`src/rtl/cheat_slot_scheduler.sv`:
```
// Time-shared decoder for the cheat digit buffer plus the registered cartridge
// substitution lookup that serves from the atomically committed slot table.
module cheat_slot_scheduler #(
    parameter int        NUM_SLOTS       = 3,
    parameter int        DIGITS_PER_SLOT = 5,
    parameter logic [7:0] BLANK_CODE     = 8'h02
) (
    input  logic                      CLOCK_50,
    input  logic                      reset_n,
    input  logic                      showCheatUI,
    input  logic [NUM_SLOTS*40-1:0]   cheatDigits,
    input  logic [12:0]               cartAddress,
    input  logic                      cartSample,
    output logic                      overrideActive,
    output logic [7:0]                overrideData,
    output logic [NUM_SLOTS-1:0]      slotValid,
    output logic                      scanBusy,
    output logic [2:0]                debugState
);

    localparam int SLOT_W = (NUM_SLOTS > 1) ? $clog2(NUM_SLOTS) : 1;
    localparam logic [SLOT_W-1:0] LAST_SLOT = SLOT_W'(NUM_SLOTS - 1);
    localparam logic [2:0]        LAST_DIG  = 3'(DIGITS_PER_SLOT - 1);

    typedef enum logic [2:0] {
        IDLE         = 3'd0,
        SCAN         = 3'd1,
        COMMIT       = 3'd2,
        FINAL_SCAN   = 3'd3,
        FINAL_COMMIT = 3'd4
    } state_t;

    state_t state, nextState;
    logic [SLOT_W-1:0] slotIdx;
    logic [2:0]        digIdx;
    logic              scanStep, restart, commitNow, lastDigit;

    logic [7:0]  digitArr [NUM_SLOTS][DIGITS_PER_SLOT];
    logic [7:0]  digitByte;
    logic [3:0]  nibble;
    logic        isBlank;

    logic [11:0]          shAddr [NUM_SLOTS];
    logic [7:0]           shData [NUM_SLOTS];
    logic [NUM_SLOTS-1:0] shValid;
    logic [11:0]          cmAddr [NUM_SLOTS];
    logic [7:0]           cmData [NUM_SLOTS];

    logic       hit, matchQualified, matchActive;
    logic [7:0] hitData, matchData;

    for (genvar s = 0; s < NUM_SLOTS; s++) begin : gUnpackSlot
        for (genvar d = 0; d < DIGITS_PER_SLOT; d++) begin : gUnpackDigit
            assign digitArr[s][d] = cheatDigits[(s*DIGITS_PER_SLOT+d)*8 +: 8];
        end
    end

    assign digitByte = digitArr[slotIdx][digIdx];
    assign nibble    = digitByte[4:1] - 4'd2;
    assign isBlank   = (digitByte == BLANK_CODE);
    assign lastDigit = (slotIdx == LAST_SLOT) && (digIdx == LAST_DIG);

    always_comb begin
        nextState = state;
        scanStep  = 1'b0;
        restart   = 1'b0;
        commitNow = 1'b0;
        case (state)
            IDLE: if (showCheatUI) nextState = SCAN;
            SCAN: begin
                if (showCheatUI) begin
                    scanStep = 1'b1;
                    if (lastDigit) nextState = COMMIT;
                end else if (slotIdx == '0 && digIdx == 3'd0) begin
                    // Nothing scanned yet: this cycle already is the start of a fresh final pass.
                    scanStep  = 1'b1;
                    nextState = FINAL_SCAN;
                end else begin
                    restart   = 1'b1;
                    nextState = FINAL_SCAN;
                end
            end
            FINAL_SCAN: begin
                scanStep = 1'b1;
                if (lastDigit) nextState = FINAL_COMMIT;
            end
            COMMIT, FINAL_COMMIT: begin
                commitNow = 1'b1;
                nextState = showCheatUI ? SCAN : IDLE;
            end
            default: nextState = IDLE;
        endcase
    end

    always_ff @(posedge CLOCK_50 or negedge reset_n) begin
        if (!reset_n) begin
            state   <= IDLE;
            slotIdx <= '0;
            digIdx  <= '0;
        end else begin
            state <= nextState;
            if (restart || (scanStep && lastDigit)) begin
                slotIdx <= '0;
                digIdx  <= '0;
            end else if (scanStep) begin
                if (digIdx == LAST_DIG) begin
                    slotIdx <= slotIdx + 1'b1;
                    digIdx  <= '0;
                end else begin
                    digIdx <= digIdx + 3'd1;
                end
            end
        end
    end

    always_ff @(posedge CLOCK_50 or negedge reset_n) begin
        if (!reset_n) begin
            for (int s = 0; s < NUM_SLOTS; s++) begin
                shAddr[s] <= '0;
                shData[s] <= '0;
                cmAddr[s] <= '0;
                cmData[s] <= '0;
            end
            shValid   <= '0;
            slotValid <= '0;
        end else begin
            if (scanStep) begin
                case (digIdx)
                    3'd0:    shAddr[slotIdx][11:8] <= nibble;
                    3'd1:    shAddr[slotIdx][7:4]  <= nibble;
                    3'd2:    shAddr[slotIdx][3:0]  <= nibble;
                    3'd3:    shData[slotIdx][7:4]  <= nibble;
                    default: shData[slotIdx][3:0]  <= nibble;
                endcase
                // Valid is re-armed at the first digit; any blank digit then kills the slot.
                if (digIdx == 3'd0)
                    shValid[slotIdx] <= !isBlank;
                else if (isBlank)
                    shValid[slotIdx] <= 1'b0;
            end
            if (commitNow) begin
                cmAddr    <= shAddr;
                cmData    <= shData;
                slotValid <= shValid;
            end
        end
    end

    // Descending walk so the lowest matching slot index is the one left standing.
    always_comb begin
        hit     = 1'b0;
        hitData = 8'h00;
        for (int s = NUM_SLOTS - 1; s >= 0; s--) begin
            if (slotValid[s] && cmAddr[s] == cartAddress[11:0]) begin
                hit     = 1'b1;
                hitData = cmData[s];
            end
        end
    end

    assign matchQualified = !showCheatUI && !scanBusy && cartAddress[12] && hit;

    always_ff @(posedge CLOCK_50 or negedge reset_n) begin
        if (!reset_n) begin
            matchActive <= 1'b0;
            matchData   <= 8'h00;
        end else if (cartSample) begin
            matchActive <= matchQualified;
            matchData   <= matchQualified ? hitData : 8'h00;
        end
    end

    assign scanBusy       = (state != IDLE);
    assign overrideActive = matchActive && !showCheatUI && !scanBusy;
    assign overrideData   = matchData;
    assign debugState     = state;

endmodule
```
`config.mk`:
```
export PLATFORM = sky130hd
export DESIGN_NAME = cheat_slot_scheduler
export DESIGN_NICKNAME = d
export VERILOG_FILES = /design/src/rtl/cheat_slot_scheduler.sv
export SDC_FILE = /design/constraint.sdc
export NUM_CORES = 1
export LEC_CHECK = 0
export ABC_AREA = 1
export BUFFER_PORTS_ARGS = -buffer_cell sky130_fd_sc_hd__buf_2
export CAP_MARGIN = 40
export CORE_UTILIZATION = 56
export CTS_BUF_LIST = sky130_fd_sc_hd__clkbuf_16
export CTS_CLUSTER_SIZE = 25
export DETAILED_ROUTE_END_ITERATION = 8
export HOLD_SLACK_MARGIN = 0.08
export PLACE_DENSITY = 0.81
export SLEW_MARGIN = 30
export SYNTH_ARGS = -nofsm -noshare
export SYNTH_HDL_FRONTEND = slang
export SYNTH_SLANG_ARGS = --single-unit
```
`constraint.sdc`:
```
create_clock -name CLOCK_50 -period 3.3 [get_ports CLOCK_50]
set_input_delay 0.66 -clock CLOCK_50 [delete_from_list [all_inputs] [get_ports CLOCK_50]]
set_output_delay 0.66 -clock CLOCK_50 [all_outputs]
set_load 0.02 [all_outputs]
```
# After elaboration in Yosys (flattened, before gate mapping)
# Index checks and enable logic that the tools add are counted.
# totals
register_bits,143
latchBits,0
mem_bits_rw,0
mem_bits_ro,0
inputBits,137
out_inout_bits,16
elab_cells,134
memories,0
# op_classes
addsub,3
multipliers,0
div,0
order_cmp,5
n_eq_ne,16
shift,0
muxes,54
bitwise,5
n_reduce_logical,32
# ops
op,n
36-bit bitwise mux,3
36-bit case mux with 3 select lines,1
40-bit binary-select mux with 2-bit select,1
40-bit two-way mux,2
12-bit demux with 2-bit select,3
8-bit two-way mux,8
24-bit bitwise mux,2
24-bit case mux with 2 select lines,1
12-bit equality test,3
8-bit demux with 2-bit select,2
3-bit two-way mux,9
8-bit binary-select mux with 3-bit select,1
1-bit logical AND,13
"3-bit by 2-bit equality test with 1-bit output, second input constant",4
12-bit two-way mux,1
3-bit case mux with 4 select lines,1
1-bit two-way mux,11
"8-bit by 2-bit equality test with 1-bit output, second input constant",1
4-bit two-way mux,2
2-bit AND reduction,4
"3-bit by 1-bit equality test with 1-bit output, second input constant",2
"3-bit equality test, second input constant",2
3-bit zero test,2
2-bit two-way mux,3
27 further kinds,33

# Depth between registers and ports, before layout
# Gate-level depths: netlist (run 1).
# depth
depth_word,11
ltp_mapped,22
ltp_nobuf,19

# Worst setup path before layout (run 1)
# Ideal clock, no wire load.
# synth_timing
kind,register to register
start,reg digIdx[0]
end,reg shAddr[0] (netlist name)
setup_ns,0.126
arrival_time_ns,2.356
t_required_ns,3.174
setup_slack_ns,0.818
stages_incl_launch_ff,18
n_path_buf,4
period_less_slack_ns,2.482
path_cell_list,dfrtp_1 inv_2 buf_6 buf_2 buf_4 ha_1 inv_1 nor2_8 inv_4 o21ai_2 o21ai_4 inv_4 nand2_4 nor2_8 inv_4 nor2_4 buf_6 o22ai_1
# synth_between
elab_chain_len,7
elab_cells_between_ends,16
cone_classes,1 x add/sub; 2 x eq/ne; 8 x mux; 1 x bitwise; 4 x reduce/logical
# synth_lines
element,line_no,text
"start, declared",35,logic [2:0] digIdx;
"start signal, assigned",110,digIdx <= digIdx + 3'd1;
3-bit NOT with 4-bit output (not written as such),58,assign digitByte = digitArr[slotIdx][digIdx];
8-bit binary-select mux with 3-bit select,58,
8-bit two-way mux (not written as such) (2 in a row),58,
4-bit by 2-bit subtractor with 4-bit output,59,assign nibble = digitByte[4:1] - 4'd2;
36-bit bitwise mux,131,3'd2: shAddr[slotIdx][3:0] <= nibble;
36-bit case mux with 3 select lines,128,case (digIdx)
"end signal, assigned by index",129,3'd0: shAddr[slotIdx][11:8] <= nibble;
"end signal, assigned by index",130,3'd1: shAddr[slotIdx][7:4] <= nibble;
"end signal, assigned by index",131,
"end, declared",43,logic [11:0] shAddr [NUM_SLOTS];
# Parallel ways exist; a longest one is shown, timed or not. The select of a mux whose other input is x is not followed.
# A chain may end at the register's enable or synchronous reset.

# Worst setup path after layout (run 1)
# layout_timing
start,reg slotIdx[1]
end,reg shAddr[19] (netlist name)
# layout_between
elab_chain_len,10
elab_cells_between_ends,25
cone_classes,1 x add/sub; 2 x order compare; 17 x mux; 1 x bitwise; 4 x reduce/logical
# layout_lines
element,line_no,text
"start, declared",34,logic [SLOT_W-1:0] slotIdx;
"start signal, assigned",107,slotIdx <= slotIdx + 1'b1;
2-bit NOT with 3-bit output (not written as such),-,
40-bit binary-select mux with 2-bit select,58,
40-bit two-way mux (not written as such) (2 in a row),58,
8-bit binary-select mux with 3-bit select,58,
8-bit two-way mux (not written as such) (2 in a row),58,
4-bit by 2-bit subtractor with 4-bit output,59,
36-bit bitwise mux,130,
36-bit case mux with 3 select lines,128,
# Parallel ways exist; a longest one is shown, timed or not. The select of a mux whose other input is x is not followed.

==> results.json, run 1 <==
{
  "crit_type": "register to register",
  "cp_max_fo": 31,
  "synth_fa_ha_area_frac": 0.0140,
  "hold_class": "input pin to register",
  "post_cts_buffers": 0,
  "drcViolationCount": 0,
  "maxSlewHeadroom": 0.537,
  "critPathCaptureType": "register",
  "leakage_nw": 5.05,
  "synth_compound_area_frac": 0.133,
  "num_antenna_cells": 0,
  "place_hpwl_um": 14900,
  "grt_overflow_total": 0,
  "synthXorXnorAreaFrac": 0.0194,
  "setup-tns-final_ps": 0,
  "whs_ps": 425,
  "viasPerCell": 5.53,
  "synth.lib_cells_used.distinct": 49,
  "layout.cells.non_filler": 1365,
  "area_growth_pct": 19.5,
  "grt_pass1_wl_um": 34700,
  "synthesis.nets": 1164,
  "cts_sinks": 143,
  "path_clk_slew_ps": 60,
  "cp_slowest_stage_delay_ps": 490,
  "yosysWarningCount": 0,
  "wl_per_cell_um": 15.6,
  "core_sq_mm": 0.0140,
  "first_global_vias": 7199,
  "vias": 7550,
  "die_area_sq_mm": 0.0149,
  "ys_seq_elements": 143,
  "worst-path-buf-inv": 4,
  "final_util": 0.689,
  "outcome": "finished clean",
  "skew_ps": 6.26,
  "rrSetupSlack_ps": 450,
  "setup_violations": 0,
  "worstMarginPinSlew_ps": 692,
  "synth_seq_area_share": 0.444,
  "htree_levels": 4,
  "clock_latency_ps": 430,
  "hold_viol_final": 0,
  "drv_cap": 0,
  "arrival_ps": 3140,
  "synthCells": 1018,
  "drt-initial-drc-count": 656,
  "gp_congestion": 0.943,
  "drv_slew": 0,
  "die_x_um": 122,
  "clock_path_buffers": 2,
  "start_util": 0.577,
  "worstSetupStartpointType": "register",
  "port_buffers": 152,
  "grt_antenna_before_repair": 0,
  "period_share": 0.863,
  "fmax_mhz": 351,
  "first_pass_iters": 5,
  "synth-simple-area-share": 0.274,
  "routed_wl_um": 21200,
  "grt.total_usage": 0.304,
  "final_net_count": 1318,
  "min_period_ps": 2850,
  "ant_nets": 0,
  "cp_top_family": "buffers and inverters",
  "die_h_um": 122,
  "rsz0062_at_grt": "no",
  "clock-root-buffer": "clkbuf_16",
  "power_density_mw_per_mm2": 1020,
  "layout_common_cells": "280 x nand2_1, 151 x buf_2, 143 x dfrtp_1",
  "path_cells": "inv_4 > nand2_1 > a22o_1 > a21oi_1 > nand3_1 > nand2_2 > inv_1 > ha_1 > inv_1 > xor2_2 > buf_4 > nand2_1 > o211ai_1 > o21ai_0",
  "syn_area_sq_mm": 0.00807,
  "drive_above_1_share": 0.231,
  "synth-edff-count": 0,
  "synthArstFlopShare": 1.00,
  "final_common_cell": "nand2_1",
  "cts_tree": "yes",
  "synth.area.mux_share": 0.0318,
  "syn_avg_cell_area_sq_um": 7.92,
  "cts_buffers": 17,
  "critPathSlowestCell": "dfrtp_1",
  "required_ps": 3590,
  "synth_ff_type": "dfrtp_1",
  "synth_top_family_by_area": "simple AND/OR/NAND/NOR gates",
  "irDropWorstVdd_mv": 0.584,
  "ios": 153,
  "placementRows": 43,
  "grt_max_degree": 107,
  "dp.cells": 1331
}
-- final timing paths --
check / from / to / cells after the start
worst max-delay path: slotIdx[1] / shAddr[19] / 14
worst min-delay path: cartSample / matchActive / 2
worst max register to register: slotIdx[1] / shAddr[19] / 14
worst min register to register: overrideData[7] / overrideData[7] / 2
max in group asynchronous: reset_n / shAddr[15] / 4
min in group asynchronous: reset_n / overrideData[2] / 2
-- final cells by class --
type,instances,area [sq um]
Clock buffer,17,425
Clock inverter,15,203
Fill cell,1142,4350
Inverter,104,400
Multi-Input combinational cell,730,3830
Sequential cell,143,3580
Tap cell,180,225
Timing Repair Buffer,176,982
-- synth_stat cells, types with 2 or more instances --
master	number	area (sq um)
nand2_1	280	1050
dfrtp_1	143	3580
o21ai_0	98	490
nand3_1	95	475
inv_1	93	349
nor2_1	65	244
a21oi_1	35	175
mux2_2	21	236
o22ai_1	17	106
clkbuf_1	13	48.8
o21ai_1	13	65.1
buf_4	11	82.6
nor2_2	11	68.8
o211ai_1	11	82.6
xnor2_1	11	96.3
buf_6	9	101
ha_1	9	113
buf_2	8	40.0
nand4_1	6	37.5
inv_2	5	18.8
nor3_2	5	50.1
or2_2	5	31.3
xor2_1	5	43.8
inv_4	4	25.0
nand2_4	4	45.0
nand3_2	4	40.0
nand3b_1	4	30.0
a32o_1	3	30.0
clkinv_1	2	7.51
mux2i_1	2	20.0
nand2_2	2	12.5
nor2_4	2	22.5
nor2_8	2	40.0
nor3_4	2	32.5
o2111ai_1	2	17.5
o21a_1	2	15.0
o21ai_2	2	17.5
-- flip-flops by register name, summed over array words and instances (netlist names) --
register      flops
cmAddr           36
cmData           24
debugState        3
digIdx            3
matchActive       1
overrideData      8
shAddr           36
shData           24
shValid           3
slotIdx           2
slotValid         3
-- metal layers --
layer,wire length (um),track usage
met4,572,0.120
met2,10200,0.494
met5,0,0
met3,1290,0.0735
met1,9130,0.389
-- cells by family after synthesis --
group / Yosys count
compound gates: 191
fa+ha+maj: 9
simple gates: 490
flops: 143
mux: 23
buf+inv: 145
xor+xnor: 17
-- through the flow --
step / power [mW] / area (sq um) / setup WS (ps)
after CTS: 9.80 / 9600 / 504
after floorplan: 6.43 / 8070 / 818
after global routing: 10.6 / 9640 / 239
final: 9.85 / 9640 / 454
after global placement: 7.53 / 8970 / 618
after detailed placement: 7.68 / 8970 / 574
-- repair_timing --
item                      in CTS  in global routing
hold buffers                   0                  1
hold endpoints to repair       0                 11
resized for setup              0                  0
-- power breakdown --
part           leakage (nW)  total [mW]  switching [mW]  internal, mW
Sequential             1.74        3.06           0.505          2.55
Clock                 0.317        2.05           0.728          1.32
Combinational          2.99        4.74            3.09          1.64
Total                  5.05        9.85            4.33          5.52
No activity file was read; power rests on OpenSTA's default activity.
==> inputs of run 2 (changes only) <==
--- a/config.mk
+++ b/config.mk
@@ -9,10 +9,9 @@
 export BUFFER_PORTS_ARGS = -buffer_cell sky130_fd_sc_hd__buf_2
 export CAP_MARGIN = 40
-export CORE_UTILIZATION = 56
+export CORE_UTILIZATION = 40
 export CTS_BUF_LIST = sky130_fd_sc_hd__clkbuf_16
 export CTS_CLUSTER_SIZE = 25
 export DETAILED_ROUTE_END_ITERATION = 8
 export HOLD_SLACK_MARGIN = 0.08
-export PLACE_DENSITY = 0.81
 export SLEW_MARGIN = 30
 export SYNTH_ARGS = -nofsm -noshare
==> constraint.sdc (replaced) <==
create_clock -name CLOCK_50 -period 3.3 [get_ports CLOCK_50]
set_input_delay 0.495 -clock CLOCK_50 [delete_from_list [all_inputs] [get_ports CLOCK_50]]
set_output_delay 0.495 -clock CLOCK_50 [all_outputs]
set_load 0.02 [all_outputs]
==> run 2 against run 1 <==
  * Die area grew 39%
  * Design area grew 0.57%
  * Register-to-register slack gained 70 ps
  * Global-route usage shrank 7.8 points
  * Clock power shrank 4%
  * Critical path depth shrank 1
==> results.json, run 2 (synthesis gave the netlist of run 1 again) <==
{
  "critPathSlowestCell": "dfrtp_1",
  "post_cts_buffers": 0,
  "grt_antenna_before_repair": 0,
  "r2r_cells": 13,
  "worstSetupStartpointType": "register",
  "hold_class": "input pin to async pin",
  "die_area_sq_mm": 0.0207,
  "final_util": 0.495,
  "hold_viol_final": 0,
  "drv_slew": 0,
  "cts_buffers": 17,
  "fmax_mhz": 360,
  "finalPower_mw": 9.65,
  "die_x_um": 144,
  "placementRows": 51,
  "ant_nets": 0,
  "cts_hold_buf": 0,
  "vias": 7276,
  "crit_type": "register to register",
  "clock_latency_ps": 420,
  "core_sq_mm": 0.0196,
  "die_h_um": 144,
  "setup_violations": 0,
  "leakage_nw": 5.01,
  "cp_max_fo": 16,
  "critPathCaptureType": "register",
  "area_growth_pct": 20.2,
  "skew_ps": 8.00,
  "placed_cell_area_sq_mm": 0.00909,
  "clock_path_buffers": 2,
  "power_density_mw_per_mm2": 995,
  "final_common_cell": "nand2_1",
  "outcome": "finished clean",
  "grt-busiest-layer": "met2",
  "routed_wl_um": 21700,
  "start_util": 0.412,
  "grt_util_met1": 0.300,
  "fillCellCount": 1971,
  "drcViolationCount": 0,
  "final_net_count": 1316,
  "ios": 153,
  "num_antenna_cells": 0,
  "arrival_ps": 3060,
  "grt_max_degree": 107,
  "viasPerCell": 5.02,
  "grtUsageMet3": 0.0371,
  "port_buffers": 152,
  "clock-root-buffer": "clkbuf_16",
  "wl_per_cell_um": 15.0,
  "first_pass_iters": 5,
  "path_cells": "inv_4 > nand2_1 > a22o_1 > a21oi_1 > nand3_1 > nand2_2 > inv_1 > ha_1 > inv_1 > xor2_2 > nand2_1 > o211ai_1 > o21ai_0",
  "drv_cap": 0,
  "required_ps": 3580,
  "worstMarginPinSlew_ps": 702,
  "ctsResizeCount": 0,
  "grt_util_met2": 0.377,
  "min_period_ps": 2780,
  "grt_overflow_total": 0,
  "layout_common_cells": "280 x nand2_1, 151 x buf_2, 143 x dfrtp_1",
  "setup-tns-final_ps": 0,
  "cts_tree": "yes",
  "grt_pass1_wl_um": 36000,
  "irDropWorstVdd_mv": 0.363,
  "drive_above_1_share": 0.230,
  "path_clk_slew_ps": 60,
  "rsz0062_at_grt": "no",
  "period_share": 0.841,
  "fin_area_sq_mm": 0.00970,
  "grt.total_usage": 0.226,
  "maxSlewHeadroom": 0.532,
  "gp_congestion": 0.848,
  "largest_registers": "cmAddr (36), shAddr (36)",
  "cts_sinks": 143,
  "place_hpwl_um": 16000,
  "drt-initial-drc-count": 443,
  "first_global_vias": 7113,
  "htree_levels": 4,
  "cp_slowest_stage_delay_ps": 520
}
==> run 2: path summary, 6_finish.rpt <==
check | startpoint | to | slack [ps]
max reg2reg | slotIdx[1] | shAddr[19] | 520
max in group asynchronous | reset_n | cmAddr[4] | 2460
min | reset_n | overrideData[2] | 90
max | slotIdx[1] | shAddr[19] | 520
min in group CLOCK_50 | cartSample | matchActive | 270
min reg2reg | overrideData[4] | overrideData[4] | 480
==> run 2: worst max-delay path, delay by kind of cell, from the launching register on <==
family | cells | cell delay (ps)
AO/OA/AOI/OAI | 4 | 580
flip-flops | 1 | 520
XOR/XNOR | 1 | 520
buffers and inverters | 3 | 410
AND/OR/NAND/NOR | 4 | 390
adder cells (fa/ha/maj) | 1 | 200
==> run 2: final cells by class <==
class / count / area (sq um) / area share
multi-input combinational: 730 / 3830 / 0.395
sequential: 143 / 3580 / 0.369
timing repair buffer: 174 / 957 / 0.0987
clock buffer: 17 / 425 / 0.0439
inverter: 104 / 400 / 0.0413
tap: 265 / 332 / 0.0342
clock inverter: 15 / 176 / 0.0182
==> run 2: through the flow <==
stage               instances  worst slack, ps  hold slack, ps
floorplan                1018              818             199
global placement         1416              567             458
detailed placement       1416              484             460
CTS                      1448              485             118
global route             1448              188             131
finish                   1448              524            87.6
==> run 2: layer usage <==
| metal | routed length, um | share of wire | vias up |
|---|---|---|---|
| met3 | 885 | 0.041 | 28 |
| met5 | 0 | 0 | - |
| met1 | 10000 | 0.46 | 3385 |
| met4 | 331 | 0.015 | 0 |
| met2 | 10400 | 0.48 | 201 |
| li1 | - | - | 3662 |
==> run 2: power breakdown <==
group / leakage (nW) / internal (mW) / switching (mW)
clock: 0.297 / 1.25 / 0.723
sequential: 1.74 / 2.55 / 0.519
combinational: 2.97 / 1.60 / 3.01
